**config.mk**
```make
export PLATFORM = sky130hd
export DESIGN_NAME = sap_control_sequencer
export DESIGN_NICKNAME = d
export VERILOG_FILES = /design/src/rtl/sap_pkg.sv /design/src/rtl/sap_microcode_rom.sv /design/src/rtl/sap_control_sequencer.sv
export SDC_FILE = /design/constraint.sdc
export NUM_CORES = 1
export LEC_CHECK = 0
export BUFFER_PORTS_ARGS = -buffer_cell sky130_fd_sc_hd__buf_2
export CAP_MARGIN = 20
export CORE_UTILIZATION = 49
export DETAILED_ROUTE_END_ITERATION = 12
export PLACE_DENSITY = 0.79
export SLEW_MARGIN = 20
export SYNTH_ARGS = -nofsm -noshare
export SYNTH_HDL_FRONTEND = slang
export SYNTH_SLANG_ARGS = --single-unit
```
**constraint.sdc**
```tcl
create_clock -name clk -period 2.1 [get_ports clk]
set_clock_uncertainty 0.05 [all_clocks]
set_input_delay 0.105 -clock clk [delete_from_list [all_inputs] [get_ports clk]]
set_output_delay 0.105 -clock clk [all_outputs]
set_load 0.02 [all_outputs]
```
**src/rtl/sap_pkg.sv**
```systemverilog
// Shared definitions for the SAP-U control sequencer: opcodes, step count and
// the 16-bit control-word layout.
package sap_pkg;

  localparam int SAP_NUM_STEPS = 5;

  localparam logic [3:0] OP_NOP = 4'h0;
  localparam logic [3:0] OP_LDA = 4'h1;
  localparam logic [3:0] OP_ADD = 4'h2;
  localparam logic [3:0] OP_SUB = 4'h3;
  localparam logic [3:0] OP_STA = 4'h4;
  localparam logic [3:0] OP_LDI = 4'h5;
  localparam logic [3:0] OP_JMP = 4'h6;
  localparam logic [3:0] OP_JC  = 4'h7;
  localparam logic [3:0] OP_JZ  = 4'h8;
  localparam logic [3:0] OP_OUT = 4'hE;
  localparam logic [3:0] OP_HLT = 4'hF;

  typedef logic [15:0] cw_t;

  localparam logic [3:0] CW_MAR_LOAD_N = 4'd0;
  localparam logic [3:0] CW_RAM_OUT_N  = 4'd1;
  localparam logic [3:0] CW_RAM_IN     = 4'd2;
  localparam logic [3:0] CW_IR_LOAD_N  = 4'd3;
  localparam logic [3:0] CW_IR_OUT_N   = 4'd4;
  localparam logic [3:0] CW_PC_OUT_N   = 4'd5;
  localparam logic [3:0] CW_PC_JUMP_N  = 4'd6;
  localparam logic [3:0] CW_PC_INC     = 4'd7;
  localparam logic [3:0] CW_A_LOAD_N   = 4'd8;
  localparam logic [3:0] CW_A_OUT_N    = 4'd9;
  localparam logic [3:0] CW_B_LOAD_N   = 4'd10;
  localparam logic [3:0] CW_OUT_LOAD_N = 4'd11;
  localparam logic [3:0] CW_ALU_OUT_N  = 4'd12;
  localparam logic [3:0] CW_ALU_SUB    = 4'd13;
  localparam logic [3:0] CW_FLAGS_LOAD = 4'd14;
  // Internal only: marks a step that must be visited even though it drives
  // nothing (HLT T2, untaken JC/JZ T2).
  localparam logic [3:0] CW_KEEP       = 4'd15;

  localparam cw_t CW_IDLE = 16'h1F7B;

  function automatic cw_t cw_on(cw_t w, logic [3:0] idx);
    cw_t r;
    r      = w;
    r[idx] = ~CW_IDLE[idx];
    return r;
  endfunction

endpackage

```
**src/rtl/sap_microcode_rom.sv**
```systemverilog
// Combinational microcode: (opcode, step, flags) -> control word.
module sap_microcode_rom
  import sap_pkg::*;
(
  input  logic [3:0] opcode,
  input  logic [2:0] step,
  input  logic       carry_flag,
  input  logic       zero_flag,
  output cw_t        cw
);

  always_comb begin
    cw = CW_IDLE;
    case (step)
      3'd0: cw = cw_on(cw_on(CW_IDLE, CW_PC_OUT_N), CW_MAR_LOAD_N);
      3'd1: cw = cw_on(cw_on(cw_on(CW_IDLE, CW_RAM_OUT_N), CW_IR_LOAD_N), CW_PC_INC);
      3'd2: begin
        case (opcode)
          OP_LDA, OP_ADD, OP_SUB, OP_STA:
                  cw = cw_on(cw_on(CW_IDLE, CW_IR_OUT_N), CW_MAR_LOAD_N);
          OP_LDI: cw = cw_on(cw_on(CW_IDLE, CW_IR_OUT_N), CW_A_LOAD_N);
          OP_JMP: cw = cw_on(cw_on(CW_IDLE, CW_IR_OUT_N), CW_PC_JUMP_N);
          OP_JC:  cw = carry_flag ? cw_on(cw_on(CW_IDLE, CW_IR_OUT_N), CW_PC_JUMP_N)
                                  : cw_on(CW_IDLE, CW_KEEP);
          OP_JZ:  cw = zero_flag  ? cw_on(cw_on(CW_IDLE, CW_IR_OUT_N), CW_PC_JUMP_N)
                                  : cw_on(CW_IDLE, CW_KEEP);
          OP_OUT: cw = cw_on(cw_on(CW_IDLE, CW_A_OUT_N), CW_OUT_LOAD_N);
          OP_HLT: cw = cw_on(CW_IDLE, CW_KEEP);
          default: cw = CW_IDLE;
        endcase
      end
      3'd3: begin
        case (opcode)
          OP_LDA:         cw = cw_on(cw_on(CW_IDLE, CW_RAM_OUT_N), CW_A_LOAD_N);
          OP_ADD, OP_SUB: cw = cw_on(cw_on(CW_IDLE, CW_RAM_OUT_N), CW_B_LOAD_N);
          OP_STA:         cw = cw_on(cw_on(CW_IDLE, CW_A_OUT_N), CW_RAM_IN);
          default:        cw = CW_IDLE;
        endcase
      end
      3'd4: begin
        if (opcode == OP_ADD || opcode == OP_SUB) begin
          cw = cw_on(cw_on(cw_on(CW_IDLE, CW_ALU_OUT_N), CW_A_LOAD_N), CW_FLAGS_LOAD);
          if (opcode == OP_SUB) cw = cw_on(cw, CW_ALU_SUB);
        end
      end
      default: cw = CW_IDLE;
    endcase
  end

endmodule

```
**src/rtl/sap_control_sequencer.sv**
```systemverilog
// SAP-U control unit: T-state counter, halt latch and flag registers around
// the microcode ROM.
module sap_control_sequencer
  import sap_pkg::*;
#(
  parameter int NUM_STEPS = SAP_NUM_STEPS,
  parameter bit EARLY_END = 1'b1
) (
  input  logic       clk,
  input  logic       clear,
  input  logic       run,
  input  logic [7:0] instr,
  input  logic       carry_in,
  input  logic       zero_in,
  output logic       mar_load_n,
  output logic       ram_out_n,
  output logic       ram_in,
  output logic       ir_load_n,
  output logic       ir_out_n,
  output logic       pc_out_n,
  output logic       pc_jump_n,
  output logic       pc_inc,
  output logic       a_load_n,
  output logic       a_out_n,
  output logic       b_load_n,
  output logic       out_load_n,
  output logic       alu_out_n,
  output logic       alu_sub,
  output logic       flags_load,
  output logic       halted,
  output logic [2:0] step
);

  logic [3:0] opcode;
  logic [2:0] step_q, step_d, step_inc;
  logic       halted_q, halted_d;
  logic       carry_flag, carry_d, zero_flag, zero_d;
  logic       active, halt_now, next_empty;
  cw_t        cw_cur, cw_nxt, cw;
  logic       unused_bits;

  assign opcode      = instr[7:4];
  assign unused_bits = ^{instr[3:0], cw[CW_KEEP]};
  assign active      = run & ~halted_q & ~clear;
  assign halt_now    = active && (opcode == OP_HLT) && (step_q == 3'd2);
  assign step_inc    = (step_q == 3'(NUM_STEPS - 1)) ? 3'd0 : step_q + 3'd1;

  sap_microcode_rom u_rom_cur (
    .opcode(opcode), .step(step_q), .carry_flag(carry_flag), .zero_flag(zero_flag),
    .cw(cw_cur)
  );

  // Look-ahead copy decides whether the following step has any work.
  sap_microcode_rom u_rom_nxt (
    .opcode(opcode), .step(step_inc), .carry_flag(carry_flag), .zero_flag(zero_flag),
    .cw(cw_nxt)
  );

  assign next_empty = (cw_nxt == CW_IDLE);

  always_ff @(posedge clk) begin
    if (clear) begin
      step_q     <= 3'd0;
      halted_q   <= 1'b0;
      carry_flag <= 1'b0;
      zero_flag  <= 1'b0;
    end else begin
      step_q     <= step_d;
      halted_q   <= halted_d;
      carry_flag <= carry_d;
      zero_flag  <= zero_d;
    end
  end

  always_comb begin
    step_d   = step_q;
    halted_d = halted_q;
    carry_d  = carry_flag;
    zero_d   = zero_flag;
    if (active) begin
      if (halt_now) halted_d = 1'b1;
      else          step_d   = (EARLY_END && next_empty) ? 3'd0 : step_inc;
      if (cw[CW_FLAGS_LOAD]) begin
        carry_d = carry_in;
        zero_d  = zero_in;
      end
    end
  end

  always_comb begin
    cw = active ? cw_cur : CW_IDLE;
  end

  assign mar_load_n = cw[CW_MAR_LOAD_N];
  assign ram_out_n  = cw[CW_RAM_OUT_N];
  assign ram_in     = cw[CW_RAM_IN];
  assign ir_load_n  = cw[CW_IR_LOAD_N];
  assign ir_out_n   = cw[CW_IR_OUT_N];
  assign pc_out_n   = cw[CW_PC_OUT_N];
  assign pc_jump_n  = cw[CW_PC_JUMP_N];
  assign pc_inc     = cw[CW_PC_INC];
  assign a_load_n   = cw[CW_A_LOAD_N];
  assign a_out_n    = cw[CW_A_OUT_N];
  assign b_load_n   = cw[CW_B_LOAD_N];
  assign out_load_n = cw[CW_OUT_LOAD_N];
  assign alu_out_n  = cw[CW_ALU_OUT_N];
  assign alu_sub    = cw[CW_ALU_SUB];
  assign flags_load = cw[CW_FLAGS_LOAD];
  assign halted     = halted_q;
  assign step       = step_q;

endmodule

```
### After elaboration in Yosys (flattened, before gate mapping)

Cells that the tools add are included.

| storage, ports and cells | value |
|---|---|
| latch bits | 0 |
| ROM bits | 0 |
| memories | 0 |
| memory bits (writable) | 0 |
| flip-flop bits (word level) | 6 |
| input port bits | 13 |

| operators by class | value |
|---|---|
| bitwise logic cells | 5 |
| equal/unequal tests | 19 |
| $mul | 0 |
| reductions and logical operators | 10 |
| magnitude comparators | 0 |
| shift operators | 0 |
| $add $sub $neg | 1 |
| multiplexer cells | 11 |
| div/mod/pow operators | 0 |

Operators with widths:

| operator | number |
|---|---|
| $pmux W16 S7 | 1 |
| $pmux W16 S5 | 1 |
| $pmux W15 S5 | 1 |
| $pmux W11 S3 | 1 |
| $mux W16 | 2 |
| $mux W15 | 2 |
| $eq A16 B13 Y1 const B | 1 |
| $eq A4 B3 Y1 const B | 4 |
| $mux W14 | 1 |
| $eq A3 B2 Y1 const B | 4 |
| $eq A4 B4 Y1 const B | 3 |
| $eq A4 B2 Y1 const B | 2 |
| $eq A3 B1 Y1 const B | 2 |
| $eq A3 B3 Y1 const B | 2 |
| $logic_not A3 Y1 | 2 |
| $mux W3 | 2 |
| $reduce_and A2 Y1 | 3 |
| $eq A4 B1 Y1 const B | 1 |
| $reduce_or A4 Y1 | 1 |
| $add A3 B1 Y3 const B | 1 |
| $not A1 Y1 | 3 |
| $and A1 B1 Y1 | 2 |
| $logic_and A1 B1 Y1 | 2 |
| $reduce_or A2 Y1 | 1 |
| $logic_or A1 B1 Y1 | 1 |

### Longest topological paths before layout

Gate-level depths: netlist (run 1).

| logic depth | value |
|---|---|
| depth in word-level cells | 7 |
| depth in mapped cells | 9 |
| depth with buffers taken out | 8 |

### Hierarchy

A second synthesis (run 1) with hierarchy kept.

| unflattened totals | value |
|---|---|
| cell total of the unflattened synthesis | 146 |
| area total of the unflattened synthesis | 1094.8 um2 |

By module, submodules not included:

| module | cells each | area each (um2) | instances | sequential area each (um2) |
|---|---|---|---|---|
| sap_microcode_rom | 45 | 306.5 | 2 | 0.0 |
| sap_control_sequencer | 56 | 481.7 | 1 | 120.1 |

### Worst setup path before layout (run 1)

OpenSTA, ideal clock, no wires.

| path | value |
|---|---|
| kind | reg-to-output |
| from | register step_q[0], in the netlist step[0] |
| to | output port ir_load_n |
| buffers on the path | 1 |
| slack | -0.084 ns |
| cell stages (with the launch flop) | 7 |
| arrival time | 2.029 ns |
| required time | 1.945 ns |
| cell sequence | dfxtp_1 > inv_1 > ha_1 > buf_2 > nor2_1 > nor2_1 > o311ai_0 |

| on the way | value |
|---|---|
| cells in the longest elaborated chain, start to end | 3 |
| elaborated cells on any way between the ends | 7 |
| those cells by class | eq/ne (4); mux (2); reduce/logical (1) |

RTL lines:

| element | RTL line | RTL |
|---|---|---|
| start: declaration | sap_control_sequencer.sv:35 | `logic [2:0] step_q, step_d, step_inc;` |
| start signal: assignment | sap_control_sequencer.sv:68 | `step_q <= step_d;` |
| $eq A3 B3 Y1, or another cell as far along | sap_microcode_rom.sv:14 | `case (step)` |
| $pmux W15 S5 * | sap_microcode_rom.sv:14 |  |
| $mux W15 * | sap_control_sequencer.sv:91 | `cw = active ? cw_cur : CW_IDLE;` |
| end: declaration | sap_control_sequencer.sv:18 | `output logic ir_load_n,` |

Mark *: on every way between the ends. The rest lies on a longest branch, timed or not.

### Final worst setup path (run 1)

| path | value |
|---|---|
| from | register step_q[0], in the netlist step[0] |
| to | output port pc_jump_n |

| on the way | value |
|---|---|
| cells in the longest elaborated chain, start to end | 3 |
| elaborated cells on any way between the ends | 7 |
| those cells by class | eq/ne (4); mux (2); reduce/logical (1) |

RTL lines:

| element | RTL line | RTL |
|---|---|---|
| $eq A3 B3 Y1, or another cell as far along | sap_microcode_rom.sv:14 |  |
| $pmux W15 S5 * | sap_microcode_rom.sv:14 |  |
| $mux W15 * | sap_control_sequencer.sv:91 |  |
| end: declaration | sap_control_sequencer.sv:21 | `output logic pc_jump_n,` |

Marks and branches as above.

==> results of run 1 <==
kinds of logic (layout without fill, tap and decap cells):
group / count (synthesis) / in the layout / share of synthesized area (%)
muxes: 3 / 3 / 3.395
buffers and inverters: 13 / 43 / 7.496
DFF: 6 / 6 / 13.58
adders and majority gates: 5 / 5 / 7.072
and+or+nand+nor: 69 / 69 / 45.26
AOI/OAI and AO/OA: 29 / 29 / 23.20
synth_stat cells (2+ instances only):
cell type                  count  area [sq um]
sky130_fd_sc_hd__nand2_1      15         56.30
sky130_fd_sc_hd__nor2_1       19         71.32
sky130_fd_sc_hd__nand3b_1      3         22.52
sky130_fd_sc_hd__mux2i_1       3         30.03
sky130_fd_sc_hd__o21ai_1       3         15.01
sky130_fd_sc_hd__a21oi_1       3         15.01
sky130_fd_sc_hd__ha_1          5         62.56
sky130_fd_sc_hd__buf_2         5         25.02
sky130_fd_sc_hd__o21ai_0       6         30.03
sky130_fd_sc_hd__nand3_1       4         20.02
sky130_fd_sc_hd__dfxtp_1       6         120.1
sky130_fd_sc_hd__nor3_1        3         15.01
sky130_fd_sc_hd__nor4bb_1      2         20.02
sky130_fd_sc_hd__and2_1        2         12.51
sky130_fd_sc_hd__a21o_1        2         15.01
sky130_fd_sc_hd__inv_1         5         18.77
sky130_fd_sc_hd__or3_1         3         18.77
sky130_fd_sc_hd__nor4_2        2         25.02
sky130_fd_sc_hd__nor2b_1       3         18.77
sky130_fd_sc_hd__nor4b_1       2         17.52
repair_timing:
action | 4_1_cts | 5_1_grt
buffers inserted | 0 | 1
resized for setup | 8 | 9
cloned | 0 | 0
setup endpoints to repair | 3 | 9
pin swaps | 1 | 4
worst reg2reg max path, delay by kind of cell (launching register included):
kind	cells	cell delay, ns
flip-flops	1	0.38
adder cells (fa/ha/maj)	2	0.45
AO/OA/AOI/OAI	4	0.60
AND/OR/NAND/NOR	2	0.39
registers in the layout, indices dropped and copies added (netlist names):
signal and flops:
zero_flag 1, step 3, halted 1, carry_flag 1
per-layer routing:
metal	share of wire, %	GRT usage [%]	up-vias
li1	-	-	523
met3	7.4	2.449	4
met2	46	43.53	53
met1	45	35.94	484
met5	0	0	-
met4	1.5	10.91	0
final timing paths:
| kind | startpoint | to | slack (ns) | cells past startpoint |
|---|---|---|---|---|
| max reg2reg | step[1] | step[2] | 0.12 | 8 |
| min | clear | halted | 0.05 | 2 |
| max | step[0] | pc_jump_n | 0.08 | 6 |
| min reg2reg | halted | halted | 0.44 | 2 |
final cells by class:
cell class	instances	area [sq um]	area share, %
tap	24	30.03	2.606
sequential	6	127.6	11.07
multi-input combinational	106	752.0	65.25
timing repair buffer	35	201.4	17.48
inverter	5	18.77	1.629
clock buffer	3	22.52	1.954
per-stage QoR:
stage | cells | worst slack, ns | area, sq um
2_1_floorplan | 125 | 0.02414 | 884.6
3_3_place_gp | 175 | 0.1454 | 1055
3_5_place_dp | 175 | 0.07590 | 1055
4_1_cts | 178 | -0.01054 | 1120
5_1_grt | 179 | -0.04152 | 1152
6_report | 179 | 0.07947 | 1152
power by group through the flow:
stage,logic (mW),clock network [mW],registers (mW)
5_1_grt,0.893,0.114,0.177
4_1_cts,0.761,0.113,0.171
3_3_place_gp,0.707,0,0.159
2_1_floorplan,0.525,0,0.178
6_report,0.807,0.108,0.175
3_5_place_dp,0.720,0,0.163
==> out/metrics.cfg, run 1 <==
[sta]
slew_headroom_pct=65.82
fin_crit_ns=2.021
rsz0062_at_grt=yes
final_setup_fails=0
worst-slew-pin-transition_ns=0.5114
highest_attainable_clock_frequency_ghz=0.4949
final.setup.tns_ns=0
final.hold.worst_slack_ns=0.04838
post-route-period-util_pct=96.22
report.final.hold_viol_count=0
timing_max_transition_violations_final=0

[drt]
detail_route.iter0.violations=60
drtAntennaViolNets=0
drt-total-wl_microns=2383
routed_len_inst_microns=13.31
dr.pass1.iters=4
route.vias.total=1064
drcViolationCount=0
number_of_vias_per_cell_after_detailed_routing=5.944

[floorplanning]
core_area_sq_um=1594
initial_utilization_pct=55.49
num_io_pins=32
die_w_microns=44.49
die_area_sq_um=1979
site_row_count=14
die_height_microns=44.49

[logic_synthesis]
synth-warning-count=0
synth_top_flop_cell=sky130_fd_sc_hd__dfxtp_1
postSynthNetCount=143
synthesis.area_per_instance_sq_um=7.077
synth_unique_cells=49
post_synth_edffs=0
synthesis.instances=125
synthesis.area_sq_um=884.6
ys_ff_latch=6
asyncSetResetFlopFracSynth_pct=0
synth_seq_area_share_pct=13.58

[setup_path]
path_cells=ha_2, ha_2, nor4_4, nand3b_1, or3_1, buf_6
worstSetupPathType=flip-flop to primary output
critPathCaptureType=primary output
max_stage_delay_ns=0.36
critPathArrivalTime_ns=1.87
most_common_cell_on_crit_path=sky130_fd_sc_hd__ha_2
timing.critical_path.required_ns=1.95
critPathLaunchType=flip-flop
critPathTopFamily=simple AND/OR/NAND/NOR gates
timing.critical_path.slowest_stage_cell=sky130_fd_sc_hd__dfxtp_4
critical_path.n_buffers_inverters=1
crit_path_max_fanout=4

[grt]
antenna_violations_before_repair=0
grt_start_max_net_pins=15
groute.usage.overall_pct=26.72
grt_first_pass_wirelength_microns=3801
overflow=0
first_global_vias=836

[power_and_ir_drop]
switching_share_pct=50.25
p_int_mw=0.5422
switch_pwr_mw=0.5475
combinationalPowerShare_pct=74.1
p_per_area_nw_per_um2=945.6
max-vdd-ir-drop_uv=737.1
total_power_mw=1.090
clock_share_of_power_pct=9.9
seq_power_share_pct=16.1
power_leakage_nw=0.4385

[clock_tree]
clock_tree.root_cell=sky130_fd_sc_hd__clkbuf_4
clk_pin_slew_ns=0.04
cts_inserted_buffers=3
tritoncts=yes
max-clock-path-buffers=2
insertion_delay_to_the_later_sink_of_the_worst_skew_pair_ns=0.25
clock_sinks=6
post_cts_hold_fix_bufs=0
htree_num_levels=1

[cells_and_area]
num_antenna_cells=0
fin_nets=175
layout.cells.most_common=sky130_fd_sc_hd__buf_2
post-route-util_pct=72.29
final_layout_size_suffix_gt1_share_pct=36.13
layout-area-overhead-vs-synth_pct=30.27
final.fill_count=144
most_frequent_cells_in_the_layout=26 x sky130_fd_sc_hd__buf_2, 18 x sky130_fd_sc_hd__nor2_1, 15 x sky130_fd_sc_hd__nand2_1

[outcome]
status=completed

[flow_run]
max_cap_violations=0

[place]
gp_congestion=0.9004
dp_hpwl_microns=1763
place.port_buffers=27

[min_path]
min_path_type=input pin to flip-flop

No activity file was read; power rests on OpenSTA's default activity.
==> run 2, diff against run 1 <==
Settings changed: CORE_ASPECT_RATIO set to 0.8.
==> run 2 against run 1 <==
Compared with the run above: non-clock buffer count increased by 1; via count decreased by 2.1%; fmax decreased by 1.3%; global-route usage decreased by 2.3 points; cell count decreased by 0.56%; utilization decreased by 4.0 points; hold slack got worse by 0.0051 ns; wire length increased by 0.34%; largest cell class unchanged; highest routed layer unchanged; sequential power decreased by 2%; worst setup slack got worse by 0.028 ns; first-iteration DRC count decreased by 5.0%.
==> out/metrics.cfg, run 2 (same netlist as run 1, synthesis figures left out) <==
[clock_tree]
clk_pin_slew_ns=0.05
insertion_delay_to_the_later_sink_of_the_worst_skew_pair_ns=0.25
max-clock-path-buffers=2
cts_inserted_buffers=3
clock_sinks=6
htree_num_levels=1
post_cts_hold_fix_bufs=0
clock_tree.root_cell=sky130_fd_sc_hd__clkbuf_4
tritoncts=yes

[floorplanning]
num_io_pins=32
site_row_count=13
core_area_sq_um=1659
die_area_sq_um=1980
die_height_microns=40
die_w_microns=49.51
initial_utilization_pct=53.32

[cells_and_area]
layout.cells.most_common=sky130_fd_sc_hd__buf_2
post_layout_nonfiller_instances=178
final_layout_size_suffix_gt1_share_pct=35.26
final.fill_count=157
largest_register_ff_count=3
most_frequent_cells_in_the_layout=27 x sky130_fd_sc_hd__buf_2, 18 x sky130_fd_sc_hd__nor2_1, 15 x sky130_fd_sc_hd__nand2_1
post-route-cell-area_sq_um=1132
layout-area-overhead-vs-synth_pct=28.01
num_antenna_cells=0
fin_nets=176

[setup_path]
most_common_cell_on_crit_path=sky130_fd_sc_hd__ha_1
max_stage_delay_ns=0.40
timing.critical_path.required_ns=1.95
critPathCaptureType=primary output
path_cells=ha_1, ha_1, buf_4, nor2_1, nor4b_1, o221ai_1, buf_2
critPathTopFamily=flip-flops
critPathLaunchType=flip-flop
critical_path.n_buffers_inverters=2
crit_path_max_fanout=8
worstSetupPathType=flip-flop to primary output
critPathArrivalTime_ns=1.89
timing.critical_path.slowest_stage_cell=sky130_fd_sc_hd__dfxtp_2

[flow_run]
max_cap_violations=0

[place]
dp_hpwl_microns=1877
gp_congestion=0.8636
preCtsSetupSlack_ns=0.01931
detailed_place.area_sq_um=1045
placedCellCount=172
place.port_buffers=27

[sta]
rsz0062_at_grt=no
postLayoutSetupSlackWorst_ns=0.05193
fin_crit_ns=2.048
post-route-period-util_pct=97.53
slew_headroom_pct=67.49
worst-slew-pin-transition_ns=0.4864
final_setup_fails=0
report.final.hold_viol_count=0
final.hold.worst_slack_ns=0.04328
timing_max_transition_violations_final=0
highest_attainable_clock_frequency_ghz=0.4883

[power_and_ir_drop]
power_leakage_nw=0.4382
total_power_mw=1.051
p_per_area_nw_per_um2=928.4
max-vdd-ir-drop_uv=800.8

[drt]
drt-total-wl_microns=2391
number_of_vias_per_cell_after_detailed_routing=5.854
routed_len_inst_microns=13.43
route.vias.total=1042
detail_route.iter0.violations=57
drcViolationCount=0
drtAntennaViolNets=0
dr.pass1.iters=4

[grt]
grt_first_pass_wirelength_microns=3532
groute.usage.overall_pct=24.45
first_global_vias=769
overflow=0
grt_start_max_net_pins=15
antenna_violations_before_repair=0

[outcome]
status=completed

[min_path]
min_path_type=input pin to flip-flop

run 2: path summary, 6_finish.rpt:
| kind | startpoint | to | slack [ns] | cells after the start |
|---|---|---|---|---|
| worst max-delay path | step[0] | a_out_n | 0.05 | 7 |
| worst min-delay path | zero_in | zero_flag | 0.04 | 3 |
| worst max register to register | step[0] | step[2] | 0.11 | 8 |
| worst min register to register | halted | halted | 0.44 | 2 |
run 2: layout make-up:
type | count | area [sq um] | area share [%]
clock buffer | 3 | 22.52 | 1.989
inverter | 5 | 18.77 | 1.657
multi-input combinational | 106 | 735.7 | 64.97
sequential | 6 | 125.1 | 11.05
tap | 22 | 27.53 | 2.431
timing repair buffer | 36 | 202.7 | 17.90
run 2: per-stage QoR:
step | util, % | setup TNS [ns]
6_report | 68.25 | 0
5_1_grt | 68.25 | 0
2_1_floorplan | - | 0
3_5_place_dp | 62.97 | 0
4_1_cts | 66.14 | -0.003073
3_3_place_gp | 62.97 | 0
run 2: repair_timing:
item | in CTS | in global routing
pin swaps | 0 | 4
endpoints found under the hold margin | 0 | 0
setup buffers | 0 | 3
endpoints found under the setup margin | 4 | 6
resized for setup | 6 | 5
run 2: layer usage:
metal	GRT usage (%)	up-vias	part of all wire (%)
met5	0	-	0
met4	10.71	0	1.6
met3	2.273	5	5.3
met2	42.47	46	45
met1	32.00	467	48
li1	-	524	-
run 2: report_power, final:
| part | switching, mW | total (mW) | internal [mW] |
|---|---|---|---|
| Combinational | 0.457 | 0.772 | 0.314 |
| Sequential | 0.0322 | 0.171 | 0.138 |
| Clock | 0.0440 | 0.109 | 0.0648 |
| Total | 0.534 | 1.05 | 0.517 |
run 2: worst reg2reg max path, cell delays in order (launching register included):
cell                       delay (ns)
sky130_fd_sc_hd__dfxtp_2         0.35
sky130_fd_sc_hd__ha_1            0.20
sky130_fd_sc_hd__ha_1            0.29
sky130_fd_sc_hd__a21o_1          0.22
sky130_fd_sc_hd__or3_1           0.32
sky130_fd_sc_hd__a21o_1          0.18
sky130_fd_sc_hd__o211ai_2        0.09
sky130_fd_sc_hd__nor3_1          0.07
sky130_fd_sc_hd__o32ai_1         0.12
